--- src/rtl/uart_pkg.sv ---
// Shared definitions for the UART receive frame checker: parity sense
// constants, the default word width and the frame FSM state encoding.
package uart_pkg;

  // Parity sense as seen on the PAR_TYP input.
  localparam logic EVEN_PARITY = 1'b1;
  localparam logic ODD_PARITY  = 1'b0;

  // Default number of data bits carried by one frame.
  localparam int DATA_WIDTH_DEFAULT = 8;

  // Frame reception phases: waiting for start, data bits, optional parity, stop.
  typedef enum logic [1:0] {
    IDLE   = 2'd0,
    DATA   = 2'd1,
    PARITY = 2'd2,
    STOP   = 2'd3
  } rx_state_e;

  // Parity bit a transmitter would append to a word under the given sense.
  function automatic logic expectedParityBit(input logic runningXor, input logic parTyp);
    return (parTyp == EVEN_PARITY) ? runningXor : ~runningXor;
  endfunction

endpackage

--- src/rtl/rx_shift_parity.sv ---
// Data-bit datapath of the frame checker: an LSB-first deserializer, a bit
// counter that flags the last data bit of the word, and a 1-bit running XOR
// of all data bits shifted in so far.
module rx_shift_parity
  import uart_pkg::*;
#(
  parameter int DATA_WIDTH = DATA_WIDTH_DEFAULT
) (
  input  logic                  CLK,
  input  logic                  RST,
  input  logic                  clear_i,
  input  logic                  shift_i,
  input  logic                  bit_i,
  output logic [DATA_WIDTH-1:0] data_o,
  output logic                  parity_o,
  output logic                  last_o
);

  localparam int CNT_W = $clog2(DATA_WIDTH);
  localparam logic [CNT_W-1:0] LAST_CNT = CNT_W'(DATA_WIDTH - 1);

  logic [DATA_WIDTH-1:0] shift_q, shift_d;
  logic [CNT_W-1:0]      bitCnt_q, bitCnt_d;
  logic                  parity_q, parity_d;

  // The counter sits on the last data bit when the current shift completes the word.
  assign last_o   = (bitCnt_q == LAST_CNT);
  assign data_o   = shift_q;
  assign parity_o = parity_q;

  // Next-state: clear at frame start, otherwise shift the new bit in at the MSB end
  // so the first received bit ends up as bit 0 once the word is complete.
  always_comb begin
    shift_d  = shift_q;
    bitCnt_d = bitCnt_q;
    parity_d = parity_q;
    if (clear_i) begin
      shift_d  = '0;
      bitCnt_d = '0;
      parity_d = 1'b0;
    end else if (shift_i) begin
      shift_d  = {bit_i, shift_q[DATA_WIDTH-1:1]};
      parity_d = parity_q ^ bit_i;
      bitCnt_d = last_o ? '0 : bitCnt_q + CNT_W'(1);
    end
  end

  // Datapath state registers.
  always_ff @(posedge CLK or negedge RST) begin
    if (!RST) begin
      shift_q  <= '0;
      bitCnt_q <= '0;
      parity_q <= 1'b0;
    end else begin
      shift_q  <= shift_d;
      bitCnt_q <= bitCnt_d;
      parity_q <= parity_d;
    end
  end

endmodule

--- config.mk ---
export PLATFORM = sky130hd
export DESIGN_NAME = rx_shift_parity
export DESIGN_NICKNAME = d
export VERILOG_FILES = /design/src/rtl/uart_pkg.sv /design/src/rtl/rx_shift_parity.sv
export SDC_FILE = /design/constraint.sdc
export NUM_CORES = 1
export LEC_CHECK = 0
export CELL_PAD_IN_SITES_DETAIL_PLACEMENT = 1
export CELL_PAD_IN_SITES_GLOBAL_PLACEMENT = 1
export CORE_MARGIN = 5
export CORE_UTILIZATION = 36
export CTS_CLUSTER_SIZE = 25
export DETAILED_ROUTE_END_ITERATION = 8
export PLACE_DENSITY_LB_ADDON = 0.1
export SLEW_MARGIN = 20
export SYNTH_ARGS = -nofsm -noshare
export SYNTH_HDL_FRONTEND = slang
export SYNTH_SLANG_ARGS = --single-unit
--- constraint.sdc ---
create_clock -name CLK -period 2.4 [get_ports CLK]
set_input_delay 0.6 -clock CLK [delete_from_list [all_inputs] [get_ports CLK]]
set_output_delay 0.6 -clock CLK [all_outputs]
set_load 0.02 [all_outputs]
==> Word level (Yosys, flattened, before mapping) <==
Cells that the tools add are included.
{ "word_totals": {"reg_bits": 12, "input_bits": 5, "output_inout_bits": 10, "word_cells": 14} }
{ "classes": {"n_addsub": 1, "eq_ne": 1, "mux": 7, "bitwise": 1, "reduce_logical": 1} }
{ "ops": {"columns": ["cell", "count"], "rows": [
  ["$mux 8", 2],
  ["$mux 3", 3],
  ["$add 3x1->3 const B", 1],
  ["$eq 3x3->1 const B", 1],
  ["$mux 1", 2],
  ["$reduce_bool 2->1", 1],
  ["$xor 1x1->1", 1]
]} }

==> Logic depth before layout (Yosys ltp) <==
Gate-level depths: netlist (run 1).
{ "depth": {"word_depth": 4, "depth_mapped": 4, "mapped_depth_nobuf": 4} }

==> Least setup slack after synthesis (run 1) <==
No wires, ideal clock.
{ "synth_path": {"kind": "reg2out", "startpoint": "register bitCnt_q[0]", "endpoint": "output port last_o", "arrival_ps": 812, "path_slack_ps": 988, "path_stages_with_launch": 3, "path_buffers": 0, "cell_sequence": "dfrtp_1 -> ha_1 -> ha_1"} }
{ "synth_via": {"elab_chain_len": 1} }
{ "synth_lines": {"columns": ["element", "line", "rtl"], "rows": [
  ["from (decl)", "rx_shift_parity.sv:23", "logic [CNT_W-1:0] bitCnt_q, bitCnt_d;"],
  ["from (signal assigned)", "rx_shift_parity.sv:56", "bitCnt_q <= bitCnt_d;"],
  ["$eq 3x3->1", "rx_shift_parity.sv:27", "assign last_o = (bitCnt_q == LAST_CNT);"],
  ["to (decl)", "rx_shift_parity.sv:16", "output logic last_o"]
]} }
No other way between the ends.

==> Worst setup path in the final report (run 1) <==
Same ends and word-level chain as after synthesis.

==> results of run 1 <==
how the worst min path moves through the flow:
| stage | startpoint | end | slack, ns |
|---|---|---|---|
| after floorplan | RST | bitCnt_q[0] | 0.30 |
| after global placement | data_o[0] | data_o[0] | 0.51 |
| after detailed placement | data_o[0] | data_o[0] | 0.53 |
| after CTS | data_o[0] | data_o[0] | 0.55 |
| after global routing | data_o[1] | data_o[1] | 0.59 |
| final | data_o[0] | data_o[0] | 0.54 |
per-layer routing:
metal  track usage [%]  share of wire (%)  up-vias
met5                 0                  0        -
met4              8.06                1.0        0
met3              3.76                5.6        2
met2              21.9                 53        8
met1              14.4                 40      184
li1                  -                  -      174
power by group through the flow:
stage	Sequential [mW]	Combinational, mW	Clock [mW]
floorplan	0.219	0.0194	0
detailed placement	0.216	0.0457	0
global placement	0.215	0.0428	0
finish	0.212	0.0446	0.115
global route	0.213	0.0492	0.132
CTS	0.212	0.0457	0.123
synth_stat cells:
| master | n |
|---|---|
| ha_1 | 2 |
| buf_4 | 1 |
| clkbuf_1 | 1 |
| a21oi_1 | 2 |
| nor2_1 | 10 |
| a21bo_2 | 1 |
| mux2i_1 | 10 |
| or3b_1 | 1 |
| dfrtp_1 | 12 |
| nand3b_1 | 1 |
| nand2b_1 | 1 |
logic make-up (layout without fill, tap and decap cells):
group	after synthesis	in the layout
buffers and inverters	2	18
DFF	12	12
AOI/OAI and AO/OA	3	3
and+or+nand+nor	13	13
muxes	10	10
adders and majority gates	2	2
cell type report:
class / count / area, um2
timing repair buffer: 15 / 148
sequential: 12 / 300
clock buffer: 3 / 22.5
fill: 152 / 639
multi-input combinational: 28 / 205
tap: 15 / 18.8
registers in the layout (all words and copies together) (netlist names):
register,cells
bitCnt_q,3
parity_o,1
data_o,8
metrics by stage:
step	area (um2)	util, %	total power [mW]	hold WS (ns)	instances
floorplan	517	-	0.238	0.304	42
global placement	672	50.4	0.258	0.513	70
detailed placement	672	50.4	0.262	0.534	70
CTS	694	52.1	0.381	0.551	73
global route	694	52.1	0.394	0.589	73
finish	694	52.1	0.372	0.539	73
worst max-delay path: stages (launching register included):
cell,delay (ns)
dfrtp_1,0.40
ha_1,0.22
ha_1,0.19
clkdlybuf4s50_1,0.53
==> impl_metrics.env, run 1 <==
export IMPL_synth_fa_ha_area_share_pct=4.84
export IMPL_synth_compound_area_share_pct=3.87
export IMPL_clk_pin_slew_ns=0.06
export IMPL_setup_slack_reg_to_reg_ns=1.02
export IMPL_final_layout_size_suffix_gt1_share_pct=8.62
export IMPL_route_detailed_wl_per_inst_um=15.7
export IMPL_synth_cell_area_um2=517
export IMPL_timing_critical_path_to_type="output pin"
export IMPL_io_pins=15
export IMPL_detailroute_via_count=368
export IMPL_max_freq_mhz=456
export IMPL_min_period_ns=2.19
export IMPL_internal_power_mw=0.288
export IMPL_finalSetupViolCount=0
export IMPL_max_slew_margin_pct=64.9
export IMPL_synthXorXnorAreaFrac_pct=0
export IMPL_first_global_vias=436
export IMPL_grt_antenna_before_repair=0
export IMPL_die_height_um=47.9
export IMPL_grt_setup_unrepaired="false"
export IMPL_synth_top_family_by_area="multiplexers"
export IMPL_drtIter0Drc=1
export IMPL_min_delay_path_class="flop to flop"
export IMPL_cts_tree="done"
export IMPL_place_port_buffers=14
export IMPL_power_sequential_fraction_pct=57.0
export IMPL_period_share_pct=91.4
export IMPL_rr_startpoint="bitCnt_q[0]"
export IMPL_worstReg2RegEnd="bitCnt_q[0]"
export IMPL_vias_per_cell=5.04
export IMPL_synth_lib_cells_used_distinct=11
export IMPL_skew_ns=0.00708
export IMPL_dr_drc_count=0
export IMPL_multiplexer_fraction_of_the_synthesized_cell_area_pct=19.4
export IMPL_clockRootBuffer="clkbuf_4"
export IMPL_layout_common_cells="clkdlybuf4s50_1 (14), dfrtp_1 (12), mux2i_1 (10), nor2_1 (10), clkbuf_4 (3)"
export IMPL_p_switching_mw=0.0844
export IMPL_initial_core_util_pct=38.7
export IMPL_synthesis_nets=49
export IMPL_final_setup_worst_slack_ns=0.207
export IMPL_cp_data_required_time_ns=1.80
export IMPL_drt_antenna_violating_nets=0
export IMPL_timing_hold_worst_path_depth=2
export IMPL_synth_top_area_share_pct=58.1
export IMPL_maximum_number_of_pins_on_one_net_before_global_route_repair=13
export IMPL_drt_pass_1_iters=2
export IMPL_syn_mean_instance_area_um2=12.3
export IMPL_tritoncts_buffer_count=3
export IMPL_total_number_of_yosys_warnings=0
export IMPL_postSynthCellCount=42
export IMPL_power_share_clock_pct=31.0
export IMPL_peakVddDrop_uv=248
export IMPL_dieArea_mm2=0.00229
export IMPL_cp_startpoint="bitCnt_q[0]"
export IMPL_synthToLayoutAreaGrowth_pct=34.4
export IMPL_detailedPlace_worstSlack_ns=0.389
export IMPL_cts_buffer_depth=2
export IMPL_finalNetCount=67
export IMPL_tns_ns=0
export IMPL_clk_insertion_delay_late_ns=0.26
export IMPL_seq_area_frac_synth_pct=58.1
export IMPL_postCtsHoldBufs=0
export IMPL_power_density_cell_area_mw_per_mm2=536
export IMPL_report_final_hold_viol_count=0
export IMPL_max_cap_violations=0
export IMPL_worst_tran_pin_value_ns=0.524
export IMPL_outcome="finished, final reports clean"
export IMPL_postRouteWirelength_um=1150
export IMPL_reg2reg_depth=4
export IMPL_ys_top_cells_by_area="dfrtp_1 (58%), mux2i_1 (19%), nor2_1 (7.3%), ha_1 (4.8%), a21bo_2 (1.9%)"
export IMPL_worst_endpoint_arrival_ns=1.59
export IMPL_globalRouteTotalUtil_pct=13.1
export IMPL_synth_top_area_cell="dfrtp_1"
export IMPL_number_of_standard_cell_rows_in_the_floorplan=13
export IMPL_detailed_place_hpwl_um=895
export IMPL_final_common_cell="clkdlybuf4s50_1"
export IMPL_antenna_diode_count=0
export IMPL_worst_path_class_setup="flop to output pin"
export IMPL_ctsResizeCount=0
export IMPL_horizontal_extent_of_the_die_um=47.9
export IMPL_power_share_combinational_pct=12.0
export IMPL_startpoint_type="flop"
export IMPL_grt_remaining_overflow=0
export IMPL_gp_congestion=0.774
export IMPL_ys_seq_elements=12
export IMPL_cp_endpoint="last_o"
export IMPL_h_tree_depth=1
export IMPL_cts_setup_buffers=0
export IMPL_synthSimpleGateAreaFrac_pct=11.6
export IMPL_leakagePower_nw=0.343
export IMPL_power_share_switching_pct=22.7
export IMPL_timing_critical_path_fanout_max=3
export IMPL_report_final_slew_viol_count=0
export IMPL_core_area_mm2=0.00133
export IMPL_grt_pass1_wl_um=1950
export IMPL_tritoncts_num_sinks=12
No activity file was read; power rests on OpenSTA's default activity.
==> inputs of run 2 (changes only) <==
==> constraint.sdc (replaced) <==
create_clock -name CLK -period 2.4 [get_ports CLK]
set_input_delay 0.6 -clock CLK [delete_from_list [all_inputs] [get_ports CLK]]
set_output_delay 0.6 -clock CLK [all_outputs]
set_load 0.05 [all_outputs]
==> impl_metrics.env, run 2 (synthesis results as in run 1) <==
export IMPL_outcome="finished, final reports clean"
export IMPL_hold_path_end="data_o[0]"
export IMPL_initial_core_util_pct=38.7
export IMPL_tns_ns=0
export IMPL_largest_register_ffs=8
export IMPL_maximum_number_of_pins_on_one_net_before_global_route_repair=13
export IMPL_max_freq_mhz=427
export IMPL_grt_antenna_before_repair=0
export IMPL_postLayoutCoreUtil_pct=52.6
export IMPL_detailed_place_hpwl_um=864
export IMPL_worst_min_path_start="data_o[0]"
export IMPL_dr_drc_count=0
export IMPL_h_tree_depth=1
export IMPL_tritoncts_buffer_count=3
export IMPL_final_setup_worst_slack_ns=0.0579
export IMPL_first_global_vias=400
export IMPL_report_final_slew_viol_count=0
export IMPL_finalNetCount=68
export IMPL_worst_path_class_setup="flop to output pin"
export IMPL_critPathBufInv=1
export IMPL_clockRootBuffer="clkbuf_4"
export IMPL_grt_pass1_wl_um=1750
export IMPL_report_final_hold_viol_count=0
export IMPL_worst_path_dominant_cell_family="buffers and inverters"
export IMPL_vias_per_cell=4.84
export IMPL_worstReg2RegEnd="bitCnt_q[0]"
export IMPL_postCtsHoldBufs=0
export IMPL_finalSetupViolCount=0
export IMPL_reg2reg_depth=4
export IMPL_max_slew_margin_pct=64.4
export IMPL_cp_data_required_time_ns=1.80
export IMPL_final_layout_size_suffix_gt1_share_pct=10.2
export IMPL_crit_path_cells="ha_1 > ha_1 > clkdlybuf4s50_1"
export IMPL_leakagePower_nw=0.347
export IMPL_number_of_standard_cells_in_the_layout_taps_in_and_fillers_out=74
export IMPL_detailroute_via_count=358
export IMPL_grt_remaining_overflow=0
export IMPL_drt_antenna_violating_nets=0
export IMPL_min_delay_path_class="flop to flop"
export IMPL_final_common_cell="clkdlybuf4s50_1"
export IMPL_worst_endpoint_arrival_ns=1.74
export IMPL_globalRouteTotalUtil_pct=11.3
export IMPL_skew_ns=0.000471
export IMPL_min_period_ns=2.34
export IMPL_drtIter0Drc=0
export IMPL_dieArea_mm2=0.00229
export IMPL_max_cap_violations=0
export IMPL_rr_startpoint="bitCnt_q[0]"
export IMPL_detailed_place_area_um2=679
export IMPL_horizontal_extent_of_the_die_um=47.9
export IMPL_tritoncts_num_sinks=12
export IMPL_detailedPlace_worstSlack_ns=0.332
export IMPL_clk_insertion_delay_late_ns=0.26
export IMPL_layout_common_cells="clkdlybuf4s50_1 (14), dfrtp_1 (12), mux2i_1 (10), nor2_1 (10), clkbuf_4 (3)"
export IMPL_critPathMostFrequentCell="ha_1"
export IMPL_hold_ws_ns=0.545
export IMPL_core_area_mm2=0.00133
export IMPL_cts_setup_buffers=0
export IMPL_number_of_standard_cell_rows_in_the_floorplan=13
export IMPL_report_power_total_mw=0.377
export IMPL_dp_cells=71
export IMPL_io_pins=15
export IMPL_gp_congestion=0.725
export IMPL_power_density_cell_area_mw_per_mm2=537
export IMPL_postRouteWirelength_um=1090
export IMPL_clk_pin_slew_ns=0.06
export IMPL_antenna_diode_count=0
export IMPL_worst_tran_pin_value_ns=0.532
export IMPL_ctsResizeCount=0
export IMPL_timing_hold_worst_path_depth=2
export IMPL_die_height_um=47.9
export IMPL_cts_buffer_depth=2
export IMPL_peakVddDrop_uv=389
export IMPL_route_detailed_wl_per_inst_um=14.7
export IMPL_place_port_buffers=14
export IMPL_grt_setup_unrepaired="false"
export IMPL_critical_path_slowest_cell="clkdlybuf4s50_1"
export IMPL_setup_slack_reg_to_reg_ns=1.03
export IMPL_timing_critical_path_fanout_max=3
export IMPL_synthToLayoutAreaGrowth_pct=35.8
export IMPL_period_share_pct=97.6
export IMPL_timing_critical_path_to_type="output pin"
export IMPL_max_stage_delay_ns=0.69
export IMPL_startpoint_type="flop"
export IMPL_cts_tree="done"
export IMPL_drt_pass_1_iters=1
export IMPL_final_cell_area_um2=702
==> run 2: changes by cell type in the layout (fill, tap and decap cells not counted), sizes merged <==
cell	change
buf	+1
==> run 2: worst reg2reg max path, stage by stage, from the launching register on <==
cell     delay [ns]
dfrtp_1        0.40
ha_1           0.21
ha_1           0.18
or3b_1         0.37
a21oi_1        0.13
==> run 2: worst max-delay path by stage <==
stage	endpoint	depth (start not counted)	startpoint
CTS	last_o	3	bitCnt_q[0]
floorplan	last_o	2	bitCnt_q[0]
finish	last_o	3	bitCnt_q[0]
global route	last_o	3	bitCnt_q[0]
global placement	last_o	3	bitCnt_q[0]
detailed placement	last_o	3	bitCnt_q[0]
==> run 2: power breakdown <==
group	internal (mW)	switching (mW)	total, mW	leakage (nW)
Combinational	0.0229	0.0298	0.0527	0.169
Clock	0.0578	0.0548	0.113	0.0138
Sequential	0.208	0.00420	0.212	0.165
==> run 2: layout make-up <==
cell class | count | area [um2]
clock buffer | 3 | 22.5
fill | 143 | 632
multi-input combinational | 28 | 205
sequential | 12 | 300
tap | 15 | 18.8
timing repair buffer | 16 | 155
==> run 2: per-layer routing <==
metal,wire [um],track usage [%],vias to the layer above
met4,0,1.61,0
met1,477,13.6,173
met2,558,19.0,8
met3,53,4.89,0
li1,-,-,177
met5,0,0,-
==> inputs of run 3 (changes only) <==
- GPL_TIMING_DRIVEN: not set -> 0
==> impl_metrics.env, run 3 (synthesis results as in run 1) <==
export IMPL_outcome="finished, final reports clean"
export IMPL_fillers=139
export IMPL_power_density_cell_area_mw_per_mm2=538
export IMPL_internal_power_mw=0.288
export IMPL_tritoncts_num_sinks=12
export IMPL_timing_critical_path_fanout_max=3
export IMPL_cp_data_required_time_ns=1.80
export IMPL_drt_antenna_violating_nets=0
export IMPL_largest_register_ffs=8
export IMPL_tritoncts_buffer_count=3
export IMPL_finalNetCount=68
export IMPL_core_area_mm2=0.00133
export IMPL_cp_startpoint="data_o[1]"
export IMPL_grt_setup_unrepaired="false"
export IMPL_critPathBufInv=1
export IMPL_sequential_cell_area_um2=300
export IMPL_place_port_buffers=14
export IMPL_worst_path_dominant_cell_family="buffers and inverters"
export IMPL_power_share_combinational_pct=13.8
export IMPL_crit_path_cells="clkdlybuf4s50_1"
export IMPL_grt_antenna_before_repair=0
export IMPL_period_share_pct=85.8
export IMPL_final_setup_worst_slack_ns=0.340
export IMPL_clk_pin_slew_ns=0.06
export IMPL_timing_critical_path_to_type="output pin"
export IMPL_worst_min_path_start="data_o[0]"
export IMPL_drtIter0Drc=2
export IMPL_number_of_standard_cell_rows_in_the_floorplan=13
export IMPL_postRouteWirelength_um=1070
export IMPL_multi_input_comb_area_um2=205
export IMPL_first_global_vias=407
export IMPL_peakVddDrop_uv=264
export IMPL_worst_endpoint_arrival_ns=1.46
export IMPL_dr_drc_count=0
export IMPL_final_layout_size_suffix_gt1_share_pct=8.47
export IMPL_layout_common_cells="clkdlybuf4s50_1 (13), dfrtp_1 (12), mux2i_1 (10), nor2_1 (10), clkbuf_4 (3)"
export IMPL_grt_remaining_overflow=0
export IMPL_cts_buffer_depth=2
export IMPL_worst_tran_pin_value_ns=0.519
export IMPL_power_sequential_fraction_pct=56.2
export IMPL_report_final_slew_viol_count=0
export IMPL_horizontal_extent_of_the_die_um=47.9
export IMPL_critical_path_slowest_cell="clkdlybuf4s50_1"
export IMPL_power_share_switching_pct=23.5
export IMPL_max_stage_delay_ns=0.83
export IMPL_synthToLayoutAreaGrowth_pct=35.6
export IMPL_leakagePower_nw=0.363
export IMPL_gp_congestion=0.716
export IMPL_h_tree_depth=1
export IMPL_p_switching_mw=0.0886
export IMPL_cts_tree="done"
export IMPL_min_delay_path_class="flop to flop"
export IMPL_detailed_place_hpwl_um=849
export IMPL_globalRouteTotalUtil_pct=11.7
export IMPL_detailedPlace_worstSlack_ns=0.303
export IMPL_worst_path_class_setup="flop to output pin"
export IMPL_power_share_clock_pct=30.0
export IMPL_rr_startpoint="bitCnt_q[0]"
export IMPL_dieArea_mm2=0.00229
export IMPL_startpoint_type="flop"
export IMPL_report_final_hold_viol_count=0
export IMPL_clockRootBuffer="clkbuf_4"
export IMPL_skew_ns=0.000267
export IMPL_min_period_ns=2.06
export IMPL_max_freq_mhz=485
export IMPL_drt_pass_1_iters=4
export IMPL_die_height_um=47.9
export IMPL_maximum_number_of_pins_on_one_net_before_global_route_repair=13
export IMPL_initial_core_util_pct=38.7
export IMPL_max_slew_margin_pct=65.3
export IMPL_final_common_cell="clkdlybuf4s50_1"
export IMPL_max_cap_violations=0
export IMPL_antenna_diode_count=0
export IMPL_detailroute_via_count=363
export IMPL_grt_pass1_wl_um=1740
export IMPL_vias_per_cell=4.91
export IMPL_finalSetupViolCount=0
export IMPL_tns_ns=0
export IMPL_route_detailed_wl_per_inst_um=14.5
export IMPL_io_pins=15
export IMPL_clk_insertion_delay_late_ns=0.26
## run 3: worst min-delay path, cell delays in order, from the launching register on
cell and delay (ns):
dfrtp_1 0.34, mux2i_1 0.07, nor2_1 0.07
## run 3: power by group through the flow
stage / clock [mW] / combinational, mW / sequential (mW)
finish: 0.113 / 0.0520 / 0.212
global route: 0.129 / 0.0566 / 0.213
CTS: 0.121 / 0.0533 / 0.212
detailed placement: 0 / 0.0530 / 0.216
global placement: 0 / 0.0506 / 0.215
floorplan: 0 / 0.0195 / 0.226
## run 3: timing repair
action,4_1_cts,5_1_grt
setup buffers,0,0
resized for setup,0,1
setup endpoints to repair,0,1
hold buffers,0,0
## run 3: path summary, 6_finish.rpt
path,endpoint,slack (ns),depth (start not counted)
worst max-delay path,data_o[1],0.34,1
worst min-delay path,data_o[0],0.52,2
worst max register to register,bitCnt_q[0],1.03,4
worst min register to register,data_o[0],0.52,2
max in group asynchronous,data_o[6],1.38,1
min in group asynchronous,bitCnt_q[1],0.68,1
## run 3: area by class of cell
cell class | count | area share, %
buffer | 2 | 1.61
sequential | 12 | 42.9
clock buffer | 3 | 3.21
tap | 15 | 2.68
multi-input combinational | 28 | 29.3
timing repair buffer | 14 | 20.4
## run 3: through the flow
step           instance area (um2)  hold WS [ns]  utilization, %  total power, mW  std cells
6_report                       701         0.521            52.5            0.377         74
5_1_grt                        701         0.557            52.5            0.398         74
4_1_cts                        698         0.533            52.3            0.386         74
3_5_place_dp                   676         0.519            50.7            0.269         71
3_3_place_gp                   676         0.505            50.7            0.266         71
2_1_floorplan                  517         0.304               -            0.245         42
## run 3: per-layer routing
| metal | track usage (%) | vias up | wire, um |
|---|---|---|---|
| li1 | - | 179 | - |
| met1 | 12.2 | 172 | 430 |
| met2 | 19.0 | 10 | 561 |
| met3 | 4.89 | 2 | 66 |
| met4 | 8.06 | 0 | 12 |
| met5 | 0 | - | 0 |
